==> config.mk <==
export PLATFORM = sky130hd
export DESIGN_NAME = present_round_ctrl
export DESIGN_NICKNAME = d
export VERILOG_FILES = /design/src/rtl/present_round_ctrl.sv
export SDC_FILE = /design/constraint.sdc
export NUM_CORES = 1
export LEC_CHECK = 0
export ABC_AREA = 1
export BUFFER_PORTS_ARGS = -buffer_cell sky130_fd_sc_hd__buf_2
export CORE_MARGIN = 3
export CORE_UTILIZATION = 45
export CTS_BUF_LIST = sky130_fd_sc_hd__clkbuf_4
export CTS_CLUSTER_DIAMETER = 120
export DETAILED_ROUTE_END_ITERATION = 8
export PLACE_DENSITY = 0.62
export SKIP_LAST_GASP = 1
export SLEW_MARGIN = 20
export SYNTH_ARGS = -nofsm -noshare
export SYNTH_HDL_FRONTEND = slang
export SYNTH_SLANG_ARGS = --single-unit
==> constraint.sdc <==
create_clock -name wb_clk_i -period 8.55 [get_ports wb_clk_i]
set_clock_uncertainty 0.15 [all_clocks]
set_input_delay 1.2825 -clock wb_clk_i [delete_from_list [all_inputs] [get_ports wb_clk_i]]
set_output_delay 1.2825 -clock wb_clk_i [all_outputs]
set_load 0.01 [all_outputs]
==> src/rtl/present_round_ctrl.sv <==
`default_nettype none
// ============================================================================
// Module   : present_round_ctrl
// Function : Iterative PRESENT-80 engine, one round per clock, encrypt and
//            decrypt, with valid/ready handshakes on the input and output side.
// Revision : 1.0  initial release
// ============================================================================
module present_round_ctrl #(
    parameter int ROUNDS = 31
) (
    input  logic        wb_clk_i,
    input  logic        wb_rst_i,
    input  logic        in_valid,
    output logic        in_ready,
    input  logic        in_decrypt,
    input  logic [63:0] in_data,
    input  logic [79:0] in_key,
    output logic        out_valid,
    input  logic        out_ready,
    output logic [63:0] out_data,
    output logic        busy,
    output logic [4:0]  round_o
);

    localparam logic [1:0] c_st_idle   = 2'd0;
    localparam logic [1:0] c_st_keyexp = 2'd1;
    localparam logic [1:0] c_st_round  = 2'd2;
    localparam logic [1:0] c_st_done   = 2'd3;
    localparam logic [4:0] c_ctr_last  = 5'(ROUNDS);
    localparam logic [4:0] c_ctr_first = 5'd1;

    function automatic logic [3:0] sbox(input logic [3:0] x);
        case (x)
            4'h0: return 4'hC;  4'h1: return 4'h5;  4'h2: return 4'h6;  4'h3: return 4'hB;
            4'h4: return 4'h9;  4'h5: return 4'h0;  4'h6: return 4'hA;  4'h7: return 4'hD;
            4'h8: return 4'h3;  4'h9: return 4'hE;  4'hA: return 4'hF;  4'hB: return 4'h8;
            4'hC: return 4'h4;  4'hD: return 4'h7;  4'hE: return 4'h1;  default: return 4'h2;
        endcase
    endfunction

    function automatic logic [3:0] inv_sbox(input logic [3:0] x);
        case (x)
            4'h0: return 4'h5;  4'h1: return 4'hE;  4'h2: return 4'hF;  4'h3: return 4'h8;
            4'h4: return 4'hC;  4'h5: return 4'h1;  4'h6: return 4'h2;  4'h7: return 4'hD;
            4'h8: return 4'hB;  4'h9: return 4'h4;  4'hA: return 4'h6;  4'hB: return 4'h3;
            4'hC: return 4'h0;  4'hD: return 4'h7;  4'hE: return 4'h9;  default: return 4'hA;
        endcase
    endfunction

    function automatic logic [63:0] s_layer(input logic [63:0] x);
        logic [63:0] y;
        y = '0;
        for (int n = 0; n < 16; n++) y[4*n +: 4] = sbox(x[4*n +: 4]);
        return y;
    endfunction

    function automatic logic [63:0] inv_s_layer(input logic [63:0] x);
        logic [63:0] y;
        y = '0;
        for (int n = 0; n < 16; n++) y[4*n +: 4] = inv_sbox(x[4*n +: 4]);
        return y;
    endfunction

    function automatic logic [63:0] p_layer(input logic [63:0] x);
        logic [63:0] y;
        y = '0;
        for (int j = 0; j < 63; j++) y[(16*j) % 63] = x[j];
        y[63] = x[63];
        return y;
    endfunction

    function automatic logic [63:0] inv_p_layer(input logic [63:0] x);
        logic [63:0] y;
        y = '0;
        for (int j = 0; j < 63; j++) y[j] = x[(16*j) % 63];
        y[63] = x[63];
        return y;
    endfunction

    // Rotate left by 61 is the same as rotate right by 19.
    function automatic logic [79:0] key_upd(input logic [79:0] k, input logic [4:0] i);
        logic [79:0] t;
        t          = {k[18:0], k[79:19]};
        t[79:76]   = sbox(t[79:76]);
        t[19:15]   = t[19:15] ^ i;
        return t;
    endfunction

    function automatic logic [79:0] key_iupd(input logic [79:0] k, input logic [4:0] i);
        logic [79:0] t;
        t          = k;
        t[19:15]   = t[19:15] ^ i;
        t[79:76]   = inv_sbox(t[79:76]);
        return {t[60:0], t[79:61]};
    endfunction

    logic [1:0]  r_fsm;
    logic [1:0]  w_fsm_nxt;
    logic [63:0] r_state;
    logic [79:0] r_key;
    logic [4:0]  r_ctr;
    logic        r_dec;

    logic [79:0] w_key_fwd;
    logic [79:0] w_key_inv;
    logic [63:0] w_enc_state;
    logic [63:0] w_dec_state;
    logic        w_ctr_last;
    logic        w_ctr_first;

    assign w_key_fwd   = key_upd(r_key, r_ctr);
    assign w_key_inv   = key_iupd(r_key, r_ctr);
    assign w_enc_state = p_layer(s_layer(r_state ^ r_key[79:16]));
    assign w_dec_state = inv_s_layer(inv_p_layer(r_state)) ^ w_key_inv[79:16];
    assign w_ctr_last  = (r_ctr == c_ctr_last);
    assign w_ctr_first = (r_ctr == c_ctr_first);

    always_ff @(posedge wb_clk_i) begin
        if (wb_rst_i) begin
            r_fsm <= c_st_idle;
        end else begin
            r_fsm <= w_fsm_nxt;
        end
    end

    always_comb begin
        w_fsm_nxt = r_fsm;
        case (r_fsm)
            c_st_idle:   if (in_valid) w_fsm_nxt = in_decrypt ? c_st_keyexp : c_st_round;
            c_st_keyexp: if (w_ctr_last) w_fsm_nxt = c_st_round;
            c_st_round:  if (r_dec ? w_ctr_first : w_ctr_last) w_fsm_nxt = c_st_done;
            c_st_done:   if (out_ready) w_fsm_nxt = c_st_idle;
            default:     w_fsm_nxt = c_st_idle;
        endcase
    end

    always_comb begin
        in_ready  = (r_fsm == c_st_idle);
        out_valid = (r_fsm == c_st_done);
        busy      = (r_fsm == c_st_keyexp) || (r_fsm == c_st_round);
        round_o   = busy ? r_ctr : 5'd0;
        out_data  = r_state;
    end

    // Decrypt keeps the counter at ROUNDS across the KEYEXP->ROUND hand-off.
    always_ff @(posedge wb_clk_i) begin
        if (wb_rst_i) begin
            r_state <= '0;
            r_key   <= '0;
            r_ctr   <= '0;
            r_dec   <= 1'b0;
        end else begin
            case (r_fsm)
                c_st_idle: begin
                    if (in_valid) begin
                        r_state <= in_data;
                        r_key   <= in_key;
                        r_ctr   <= c_ctr_first;
                        r_dec   <= in_decrypt;
                    end
                end
                c_st_keyexp: begin
                    r_key <= w_key_fwd;
                    if (w_ctr_last) r_state <= r_state ^ w_key_fwd[79:16];
                    else            r_ctr   <= r_ctr + 5'd1;
                end
                c_st_round: begin
                    if (r_dec) begin
                        r_state <= w_dec_state;
                        r_key   <= w_key_inv;
                        if (!w_ctr_first) r_ctr <= r_ctr - 5'd1;
                    end else begin
                        r_key <= w_key_fwd;
                        if (w_ctr_last) begin
                            r_state <= w_enc_state ^ w_key_fwd[79:16];
                        end else begin
                            r_state <= w_enc_state;
                            r_ctr   <= r_ctr + 5'd1;
                        end
                    end
                end
                default: ;
            endcase
        end
    end

endmodule
`default_nettype wire
==> flow_metrics.env <==
export IMPL_ys_types=39
export IMPL_initial_core_util=0.458
export IMPL_drt_iter0_markers=3534
export IMPL_hold_path_class="reg -> reg"
export IMPL_drc=0
export IMPL_cp_end_kind="register"
export IMPL_ys_top_cells_by_area="nand2_1 (24%), dfxtp_1 (20%), nand3_1 (9.9%), ha_1 (9.5%), inv_1 (7.7%)"
export IMPL_async_flop_share=0
export IMPL_cts_resized=0
export IMPL_fin_ws_ns=4.19
export IMPL_via_per_inst=5.60
export IMPL_grt_pass1_vias=23500
export IMPL_area_growth_pct=10.6
export IMPL_cts_made_buffers=74
export IMPL_clock_sinks=224
export IMPL_instances_no_fill=4789
export IMPL_ir_worst_vdd_mv=0.228
export IMPL_seq_area_frac_synth=0.199
export IMPL_critical_path_class="reg -> reg"
export IMPL_cap_violations=0
export IMPL_die_w_um=230
export IMPL_multi_input_area_um2=15500
export IMPL_regArea_um2=4480
export IMPL_gp_congestion=1.05
export IMPL_placed_area_um2=24000
export IMPL_detailed_place_hpwl_mm=82.0
export IMPL_min_delay_worst_endpoint="r_key[73]$_SDFFE_PP0P_"
export IMPL_grt_pass1_wl_mm=153
export IMPL_yosys_area_top_type="nand2_1"
export IMPL_insertion_delay_ns=0.86
export IMPL_rsz0062_at_grt="no"
export IMPL_drt_total_wl_mm=106
export IMPL_syn_nets=4224
export IMPL_ant_nets=0
export IMPL_synth_top_cell_area_share=0.241
export IMPL_slew_violations=0
export IMPL_cts_hold_buf=0
export IMPL_synth_seq_cells=224
export IMPL_tns_ns=0
export IMPL_leakagePower_uw=0.0139
export IMPL_cts_max_level=3
export IMPL_slew_headroom=0.335
export IMPL_timing_rr_end="w_key_fwd[77]$_DFF_P_"
export IMPL_crit_start="r_fsm[0]$_SDFFE_PP0P_"
export IMPL_netlist_instances=3903
export IMPL_reg2reg_from="r_fsm[0]$_SDFFE_PP0P_"
export IMPL_power_uw=11900
export IMPL_avgSynthCellArea_um2=5.78
export IMPL_hold_depth=2
export IMPL_clkSlewWorstSetupHoldPaths_ns=0.06
export IMPL_finalHoldViolCount=0
export IMPL_synthTopCellsByCount="nand2_1 (1447), inv_1 (464), nand3_1 (445), o21ai_0 (229), dfxtp_1 (224)"
export IMPL_fillers=5452
export IMPL_pre_cts_slack_ns=3.71
export IMPL_final_area_um2=24900
export IMPL_critPathMaxFanout=66
export IMPL_tightest_slew_ns=0.998
export IMPL_wire_per_inst_um=22.2
export IMPL_clockBufferDepth=3
export IMPL_drive_gt1_frac=0.114
export IMPL_grt_max_degree=84
export IMPL_yosys_cell_count_top_type="nand2_1"
export IMPL_die_area_um2=52900
export IMPL_row_count=81
export IMPL_start_kind="register"
export IMPL_yosys_warnings=0
export IMPL_synth_edff_count=0
export IMPL_num_vias=26800
export IMPL_cts_root_buf="clkbuf_4"
export IMPL_num_nets_final=4388
export IMPL_r2r_cells=14
export IMPL_fin_crit_sh=0.510
export IMPL_synth_ff_type="dfxtp_1"
export IMPL_syn_area_um2=22600
export IMPL_setup_violations=0
export IMPL_ios=221
export IMPL_fin_crit_ns=4.36
export IMPL_outcome="finished clean"
export IMPL_rrSetupSlack_ns=4.19
export IMPL_dp_cells=4655
export IMPL_power_density_nw_per_um2=475
export IMPL_fmax_mhz=229
export IMPL_grt_overflow=0
export IMPL_first_pass_iters=6
export IMPL_grt_usage=0.388
export IMPL_cts_tree="yes"
export IMPL_critical_path_arrival_ns=4.97
export IMPL_required_ns=9.16
export IMPL_hold_start="r_key[73]$_SDFFE_PP0P_"
export IMPL_die_h_um=230
export IMPL_antenna_found_initial=7
export IMPL_io_buffers=220
export IMPL_post_cts_setup_buffer_count=0
export IMPL_coreArea_um2=49300
-- how the worst max path moves through the flow --
stage,to,slack (ns),cells after the start
2_1_floorplan,register,5.16,12
3_3_place_gp,register,3.81,19
3_5_place_dp,register,3.71,19
4_1_cts,w_key_fwd[77]$_DFF_P_,4.30,14
5_1_grt,w_key_fwd[77]$_DFF_P_,4.07,14
6_report,w_key_fwd[77]$_DFF_P_,4.19,14
-- critical path, cell delays in order (launching register included) --
cell,delay (ns)
dfxtp_1,0.39
inv_1,0.11
ha_2,0.44
buf_4,0.41
a21oi_4,0.58
buf_4,0.77
o211ai_1,0.25
o21ai_0,0.13
nand2_1,0.07
nand3_1,0.23
inv_1,0.17
ha_1,0.21
nor2_1,0.13
nor2_1,0.07
a22oi_1,0.18
-- metrics by stage --
step	util	hold WS (ns)
2_1_floorplan	-	0.329
3_3_place_gp	0.487	0.364
3_5_place_dp	0.487	0.360
4_1_cts	0.506	0.374
5_1_grt	0.506	0.409
6_report	0.507	0.380
-- metal layers --
| layer | up-vias | global-route usage | routed length [µm] |
|---|---|---|---|
| li1 | 12800 | - | - |
| met1 | 12100 | 0.547 | 44400 |
| met2 | 1611 | 0.537 | 41300 |
| met3 | 263 | 0.117 | 14700 |
| met4 | 6 | 0.177 | 5580 |
| met5 | - | 0 | 27 |
-- final cells by class --
class | instances | share of cell area
Multi-Input combinational cell | 3029 | 0.622
Sequential cell | 224 | 0.180
Inverter | 494 | 0.0747
Timing Repair Buffer | 244 | 0.0520
Tap cell | 664 | 0.0333
Clock buffer | 96 | 0.0289
Clock inverter | 35 | 0.00873
Antenna cell | 3 | 0.000301
-- cells in the final DEF, fill, tap and decap left out, drive strengths merged --
cell type / Yosys / layout
o21ai: 237 / 237
nor4: 1 / 1
or2: 17 / 17
xnor2: 27 / 27
a22oi: 1 / 1
nand3: 445 / 445
nor2: 229 / 229
buf: 76 / 244
o211ai: 20 / 20
clkbuf: 80 / 96
o221ai: 74 / 74
a31oi: 1 / 1
xor2: 76 / 76
inv: 492 / 496
bufinv: 0 / 3
clkinv: 2 / 30
a211oi: 4 / 4
nand2: 1481 / 1481
ha: 172 / 172
diode: 0 / 3
o22ai: 1 / 1
nand3b: 27 / 27
nand4: 1 / 1
a221oi: 1 / 1
a21oi: 213 / 213
nor3: 1 / 1
dfxtp: 224 / 224
-- power by group --
part,leakage (µW),switching [µW],internal [µW]
clock network,0.000559,582,617
registers,0.00186,920,1490
logic,0.0115,5750,2500
-- kinds of logic (layout without fill, tap and decap cells) --
kind of cell    after synthesis  count (layout)  synth area share
fa+ha+maj                   172             172            0.0954
flops                       224             224             0.199
compound gates              552             552             0.146
buf+inv                     650             869             0.114
xor+xnor                    103             103            0.0400
simple gates               2202            2202             0.405
other cells                   0               3                 0
Note: power is estimated with default switching activity, not from simulation.
